===== src/rtl/encryption_pipeline_pkg.sv =====
// Shared constants, state/transform encodings and width-generic bit helpers
// for the toy-cipher encryption and decryption pipelines.
package encryption_pipeline_pkg;

    localparam int NUM_STAGES   = 8;
    localparam int PIPE_LATENCY = 10;
    localparam int MAX_W        = 64;

    localparam logic [MAX_W-1:0] W_ONE = 1;

    typedef enum logic [1:0] {
        ST_IDLE,
        ST_RUN,
        ST_DRAIN,
        ST_DONE
    } state_e;

    typedef enum logic [2:0] {
        XF_XOR,
        XF_NEG,
        XF_ROTR,
        XF_ROTL,
        XF_ADD,
        XF_SUB
    } xform_e;

    function automatic logic [MAX_W-1:0] width_mask(input int w);
        return (w >= MAX_W) ? '1 : ((W_ONE << w) - W_ONE);
    endfunction

    // Helpers operate on the low w bits of a MAX_W container; callers slice.
    function automatic logic [MAX_W-1:0] rot_right(input logic [MAX_W-1:0] x,
                                                   input int w, input int n);
        logic [MAX_W-1:0] xm;
        int               s;
        xm = x & width_mask(w);
        s  = n % w;
        if (s == 0) return xm;
        return ((xm >> s) | (xm << (w - s))) & width_mask(w);
    endfunction

    function automatic logic [MAX_W-1:0] rot_left(input logic [MAX_W-1:0] x,
                                                  input int w, input int n);
        return rot_right(x, w, w - (n % w));
    endfunction

    function automatic logic [MAX_W-1:0] negate(input logic [MAX_W-1:0] x, input int w);
        return (~x + W_ONE) & width_mask(w);
    endfunction

    function automatic xform_e encrypt_xform(input int idx);
        case (idx)
            0:       return XF_XOR;
            1:       return XF_NEG;
            2:       return XF_ROTR;
            3:       return XF_ADD;
            4:       return XF_XOR;
            5:       return XF_NEG;
            6:       return XF_ROTR;
            default: return XF_XOR;
        endcase
    endfunction

endpackage


===== src/rtl/encryption_pipeline_cipher_stage.sv =====
// One registered cipher stage carrying {valid, addr, data}; the transform is
// fixed at elaboration by SEL. addr/data hold while no valid word passes.
module cipher_stage
    import encryption_pipeline_pkg::*;
#(
    parameter int     ADDR_WIDTH = 4,
    parameter int     DATA_WIDTH = 8,
    parameter int     ROT        = DATA_WIDTH/2 - 1,
    parameter xform_e SEL        = XF_XOR
) (
    input  logic                  clk,
    input  logic                  rst,
    input  logic                  flush,
    input  logic [DATA_WIDTH-1:0] key,
    input  logic                  in_valid,
    input  logic [ADDR_WIDTH-1:0] in_addr,
    input  logic [DATA_WIDTH-1:0] in_data,
    output logic                  out_valid,
    output logic [ADDR_WIDTH-1:0] out_addr,
    output logic [DATA_WIDTH-1:0] out_data
);

    logic [MAX_W-1:0]      d64, k64, a64, r64;
    logic [DATA_WIDTH-1:0] xf_data;

    always_comb begin
        d64 = '0;
        k64 = '0;
        a64 = '0;
        d64[DATA_WIDTH-1:0] = in_data;
        k64[DATA_WIDTH-1:0] = key;
        a64[ADDR_WIDTH-1:0] = in_addr;
        case (SEL)
            XF_XOR:  r64 = d64 ^ k64;
            XF_NEG:  r64 = negate(d64, DATA_WIDTH);
            XF_ROTR: r64 = rot_right(d64, DATA_WIDTH, ROT);
            XF_ROTL: r64 = rot_left(d64, DATA_WIDTH, ROT);
            // Address wider than the word is truncated by the final slice.
            XF_ADD:  r64 = d64 + a64;
            XF_SUB:  r64 = d64 - a64;
            default: r64 = d64;
        endcase
    end

    assign xf_data = r64[DATA_WIDTH-1:0];

    always_ff @(posedge clk or posedge rst) begin
        if (rst) begin
            out_valid <= 1'b0;
            out_addr  <= '0;
            out_data  <= '0;
        end else if (flush) begin
            out_valid <= 1'b0;
        end else begin
            out_valid <= in_valid;
            if (in_valid) begin
                out_addr <= in_addr;
                out_data <= xf_data;
            end
        end
    end

endmodule


===== src/rtl/encryption_pipeline.sv =====
// Streaming toy-cipher encryptor: reads plaintext from a sync-read RAM, runs
// it through eight registered transforms, writes ciphertext at the same address.
//
// state    | meaning
// ST_IDLE  | waiting for ena with finished low; latches num_words
// ST_RUN   | issuing one source read per cycle, addresses 0..num_words-1
// ST_DRAIN | reads done, waiting for the pipeline to empty
// ST_DONE  | finished=1, held until ena drops
module encryption_pipeline
    import encryption_pipeline_pkg::*;
#(
    parameter int ADDR_WIDTH = 4,
    parameter int DATA_WIDTH = 8,
    parameter int ROT        = DATA_WIDTH/2 - 1
) (
    input  logic                  clk,
    input  logic                  rst,
    input  logic                  ena,
    input  logic [ADDR_WIDTH:0]   num_words,
    input  logic [DATA_WIDTH-1:0] key,
    input  logic [DATA_WIDTH-1:0] data_in,
    output logic                  finished,
    output logic                  mem_wr_ena,
    output logic [ADDR_WIDTH-1:0] memIn_addr,
    output logic [ADDR_WIDTH-1:0] memOut_addr,
    output logic [DATA_WIDTH-1:0] data_out
);

    localparam logic [ADDR_WIDTH:0] CNT_ONE = 1;

    state_e                state, next_state;
    logic [ADDR_WIDTH:0]   num_reg;
    logic                  rd_issued, rd_d;
    logic [ADDR_WIDTH-1:0] rd_addr_d;
    logic                  f_valid;
    logic [ADDR_WIDTH-1:0] f_addr;
    logic [DATA_WIDTH-1:0] f_data;
    logic                  start, flush, is_last, pipe_empty;

    logic                  stg_valid [0:NUM_STAGES];
    logic [ADDR_WIDTH-1:0] stg_addr  [0:NUM_STAGES];
    logic [DATA_WIDTH-1:0] stg_data  [0:NUM_STAGES];

    assign start   = ena && !finished;
    assign flush   = ((state == ST_RUN) || (state == ST_DRAIN)) && !ena;
    // Compare one bit wider so a full-depth job ends at all-ones without wrapping.
    assign is_last = (({1'b0, memIn_addr} + CNT_ONE) == num_reg);

    always_comb begin
        pipe_empty = !rd_issued && !rd_d;
        for (int i = 0; i <= NUM_STAGES; i++) begin
            if (stg_valid[i]) pipe_empty = 1'b0;
        end
    end

    always_ff @(posedge clk or posedge rst) begin
        if (rst) state <= ST_IDLE;
        else     state <= next_state;
    end

    always_comb begin
        next_state = state;
        case (state)
            ST_IDLE:  if (start) next_state = (num_words == '0) ? ST_DONE : ST_RUN;
            ST_RUN:   if (!ena) next_state = ST_IDLE;
                      else if (is_last) next_state = ST_DRAIN;
            ST_DRAIN: if (!ena) next_state = ST_IDLE;
                      else if (pipe_empty) next_state = ST_DONE;
            ST_DONE:  if (!ena) next_state = ST_IDLE;
            default:  next_state = ST_IDLE;
        endcase
    end

    always_ff @(posedge clk or posedge rst) begin
        if (rst) begin
            finished   <= 1'b0;
            num_reg    <= '0;
            memIn_addr <= '0;
            rd_issued  <= 1'b0;
            rd_d       <= 1'b0;
            rd_addr_d  <= '0;
            f_valid    <= 1'b0;
            f_addr     <= '0;
            f_data     <= '0;
        end else begin
            finished  <= (next_state == ST_DONE);
            rd_d      <= rd_issued && !flush;
            rd_addr_d <= memIn_addr;
            f_valid   <= rd_d && !flush;
            if (rd_d) begin
                f_addr <= rd_addr_d;
                f_data <= data_in;
            end
            case (state)
                ST_IDLE: begin
                    rd_issued <= 1'b0;
                    if (start) begin
                        num_reg    <= num_words;
                        memIn_addr <= '0;
                        rd_issued  <= (num_words != '0);
                    end
                end
                ST_RUN: begin
                    if (!ena || is_last) rd_issued <= 1'b0;
                    else                 memIn_addr <= memIn_addr + 1'b1;
                end
                default: rd_issued <= 1'b0;
            endcase
        end
    end

    assign stg_valid[0] = f_valid;
    assign stg_addr[0]  = f_addr;
    assign stg_data[0]  = f_data;

    for (genvar i = 0; i < NUM_STAGES; i++) begin : g_stage
        cipher_stage #(
            .ADDR_WIDTH (ADDR_WIDTH),
            .DATA_WIDTH (DATA_WIDTH),
            .ROT        (ROT),
            .SEL        (encrypt_xform(i))
        ) u_stage (
            .clk       (clk),
            .rst       (rst),
            .flush     (flush),
            .key       (key),
            .in_valid  (stg_valid[i]),
            .in_addr   (stg_addr[i]),
            .in_data   (stg_data[i]),
            .out_valid (stg_valid[i+1]),
            .out_addr  (stg_addr[i+1]),
            .out_data  (stg_data[i+1])
        );
    end

    assign mem_wr_ena  = stg_valid[NUM_STAGES];
    assign memOut_addr = stg_addr[NUM_STAGES];
    assign data_out    = stg_data[NUM_STAGES];

endmodule


===== config.mk =====
export PLATFORM = sky130hd
export DESIGN_NAME = encryption_pipeline
export DESIGN_NICKNAME = d
export VERILOG_FILES = /design/src/rtl/encryption_pipeline_pkg.sv /design/src/rtl/encryption_pipeline_cipher_stage.sv /design/src/rtl/encryption_pipeline.sv
export SDC_FILE = /design/constraint.sdc
export NUM_CORES = 1
export LEC_CHECK = 0
export ABC_AREA = 1
export ABC_CLOCK_PERIOD_IN_PS = 10200
export CELL_PAD_IN_SITES_DETAIL_PLACEMENT = 0
export CELL_PAD_IN_SITES_GLOBAL_PLACEMENT = 1
export CORE_MARGIN = 4
export CORE_UTILIZATION = 30
export DETAILED_ROUTE_END_ITERATION = 10
export PLACE_DENSITY_LB_ADDON = 0.25
export SYNTH_ARGS = -nofsm -noshare
export SYNTH_HDL_FRONTEND = slang
export SYNTH_SLANG_ARGS = --single-unit

===== constraint.sdc =====
create_clock -name clk -period 10.2 [get_ports clk]
set_input_delay 1.53 -clock clk [delete_from_list [all_inputs] [get_ports clk]]
set_output_delay 1.53 -clock clk [all_outputs]
set_load 0.05 [all_outputs]

==> impl_metrics.tcl <==
set metrics [dict create \
    synth_most_common_cell "nand2_1" \
    dr.pass1.iters 5 \
    met1_length_um 6320 \
    dp_hpwl_um 9330 \
    totalWireLength_um 13100 \
    area_growth_pct 20.9 \
    grt_usage 0.130 \
    synthArstFlopShare 1.00 \
    yosys_register_bits 135 \
    crit_start "memIn_addr[0]$_DFFE_PP0P_" \
    cpPeakStageDelay_ns 0.87 \
    fin_nets 745 \
    p_leak_nw 3.43 \
    relSlewSlack 0.376 \
    synth_top_cell_by_area "dfrtp_1" \
    wl_met3_um 389 \
    yosysSeqAreaShare 0.575 \
    place_area_um2 6560 \
    synth_edf_count 0 \
    core-area_um2 19000 \
    die_area_um2 21900 \
    fillers 1965 \
    worst_pin_slew_ns 0.936 \
    fmax_mhz 298 \
    largest-register "g_stage.u_stage.out_data" \
    syn_area_per_cell_um2 8.89 \
    cts_hold_buf 0 \
    final_area_um2 7100 \
    hp-class "reg -> reg" \
    gp_congestion 0.796 \
    top_layer_used "met4" \
    start_util 0.310 \
    ios 42 \
    largest_reg_flops 64 \
    regToRegStartpoint "state[0]$_DFF_PP0_" \
    die_w_um 148 \
    numCtsBuffers 17 \
    grt_overflow 0 \
    min-delay-start "rd_addr_d[3]$_DFF_PP0_" \
    dpl_worst_slack_ns 6.53 \
    drive_gt1_frac 0.0679 \
    yosys-top-cells-area "dfrtp_1 58%, nand2_1 15%, o21ai_0 6.6%" \
    synthCells 661 \
    fin_ws_ns 6.85 \
    root_buffer "clkbuf_16" \
    insertedDiodeCount 0 \
    slew_violations 0 \
    crit_family "buffers and inverters" \
    dr_wl_met2_um 6270 \
    synthesis.area_um2 5870 \
    crit_type "reg -> out" \
    status "finished, final reports clean" \
    synth_common_cells "237 x nand2_1, 135 x dfrtp_1, 77 x o21ai_0" \
    path_cells "clkdlybuf4s50_1" \
    ctsResizeCount 0 \
    cp-end-kind "output port" \
    setup_viol 0 \
    grt_pass1_vias 4427 \
    cts_num_sinks 135 \
    ys_warn_count 0 \
    cts_buffer_depth 2 \
    reg_top3 "g_stage.u_stage.out_data (64), g_stage.u_stage.out_addr (32)" \
    synth_top_area_share 0.575 \
    post_cts_buffers 0 \
    max-vdd-ir-drop_mv 0.141 \
    finalCritPeriodShare 0.329 \
    multi_input_area_um2 2170 \
    fin_skew_ns 0.0110 \
    crit_required_ns 8.67 \
    fin_crit_ns 3.35 \
    fin_cells 982 \
    clkTransAtPathRegs_ns 0.06 \
    die_height_um 148 \
    critical_path_arrival_ns 1.82 \
    critPathLaunchType "register" \
    cts_tree "yes" \
    grt_pass1_wl_um 22500 \
    route.vias.total 4278 \
    place_inst 950 \
    portBuffers 41 \
    cp_slowest_cell "clkdlybuf4s50_1" \
    finalHoldViolations 0 \
    insertion_delay_ns 0.42 \
    avgViaCountPerCell 4.36 \
    cp_num_buf_inv 1 \
    drtIter0Drc 189 \
    grt_max_degree 74 \
    syn_nets 697 \
    rows 50 \
    rsz0062_at_grt "no" \
    final_antenna_net_count 0 \
    synth_ff_type "dfrtp_1" \
    seq_area_um2 3380 \
    ys_types 28 \
    worst-path-max-fanout 9 \
    antenna_found_initial 0 \
    tns_ns 0 \
    cap_violations 0 \
    routedWlPerCell_um 13.4 \
    cts_max_level 4 \
    remaining_drc_errors 0 \
    power_density_nw_per_um2 311 \
]
-- layout make-up --
class / count / share of cell area
inverters: 69 / 0.0368
multi-input cells: 443 / 0.305
flip-flops and latches: 135 / 0.476
well taps: 260 / 0.0458
clock inverters: 13 / 0.0137
repair buffers: 43 / 0.0599
clock buffers: 19 / 0.0624
-- path summary, 6_finish.rpt --
path                                                                   end  slack [ns]  cells past startpoint
worst max-delay path                                         memIn_addr[0]        6.85                      1
worst min-delay path                                 f_addr[3]$_DFFE_PP0P_        0.47                      2
worst max register to register  g_stage[1].u_stage.out_data[7]$_DFFE_PP0P_        7.88                      8
worst min register to register                       f_addr[3]$_DFFE_PP0P_        0.47                      2
max in group asynchronous           g_stage[5].u_stage.out_valid$_DFF_PP0_        7.13                      3
min in group asynchronous       g_stage[6].u_stage.out_data[6]$_DFFE_PP0P_        1.61                      2
-- per-layer routing --
metal	GRT usage	up-vias
met2	0.206	64
li1	-	2178
met3	0.0322	15
met4	0.0439	0
met5	0	-
met1	0.174	2021
-- layout by cell type (no fill, tap or decap), types with 3 or more instances in the layout --
cell,count
clkinv_4,3
ha_1,11
clkinvlp_4,3
inv_1,62
dfrtp_1,135
nand4_1,6
o21ai_1,3
inv_2,3
nand3b_1,3
nor2_2,3
nor3_1,4
nand2_1,237
clkdlybuf4s50_1,41
nor2_1,26
clkinv_1,3
nand3_1,23
a21oi_1,5
xnor2_1,28
o21ai_0,77
clkbuf_16,17
clkinv_2,4
nand2_4,3
xor2_1,5
-- cells by family after synthesis --
logic type,Yosys count,share of synthesized area
AOI/OAI and AO/OA,86,0.0735
DFF,135,0.575
and+or+nand+nor,312,0.219
xor gates and xnor gates,33,0.0492
adders and majority gates,12,0.0268
buffers and inverters,83,0.0558
-- report_power, final --
part / total, mW / internal (mW) / switching [mW]
registers: 0.913 / 0.762 / 0.151
logic: 0.738 / 0.271 / 0.467
clock network: 0.558 / 0.319 / 0.239
-- metrics by stage --
step | util | hold WS (ns) | total power [mW]
2_1_floorplan | - | 0.430 | 1.45
3_5_place_dp | 0.346 | 0.458 | 1.68
4_1_cts | 0.374 | 0.474 | 2.25
3_3_place_gp | 0.346 | 0.450 | 1.66
5_1_grt | 0.374 | 0.496 | 2.40
6_report | 0.374 | 0.466 | 2.21
Power figures use the tool's default switching activity.
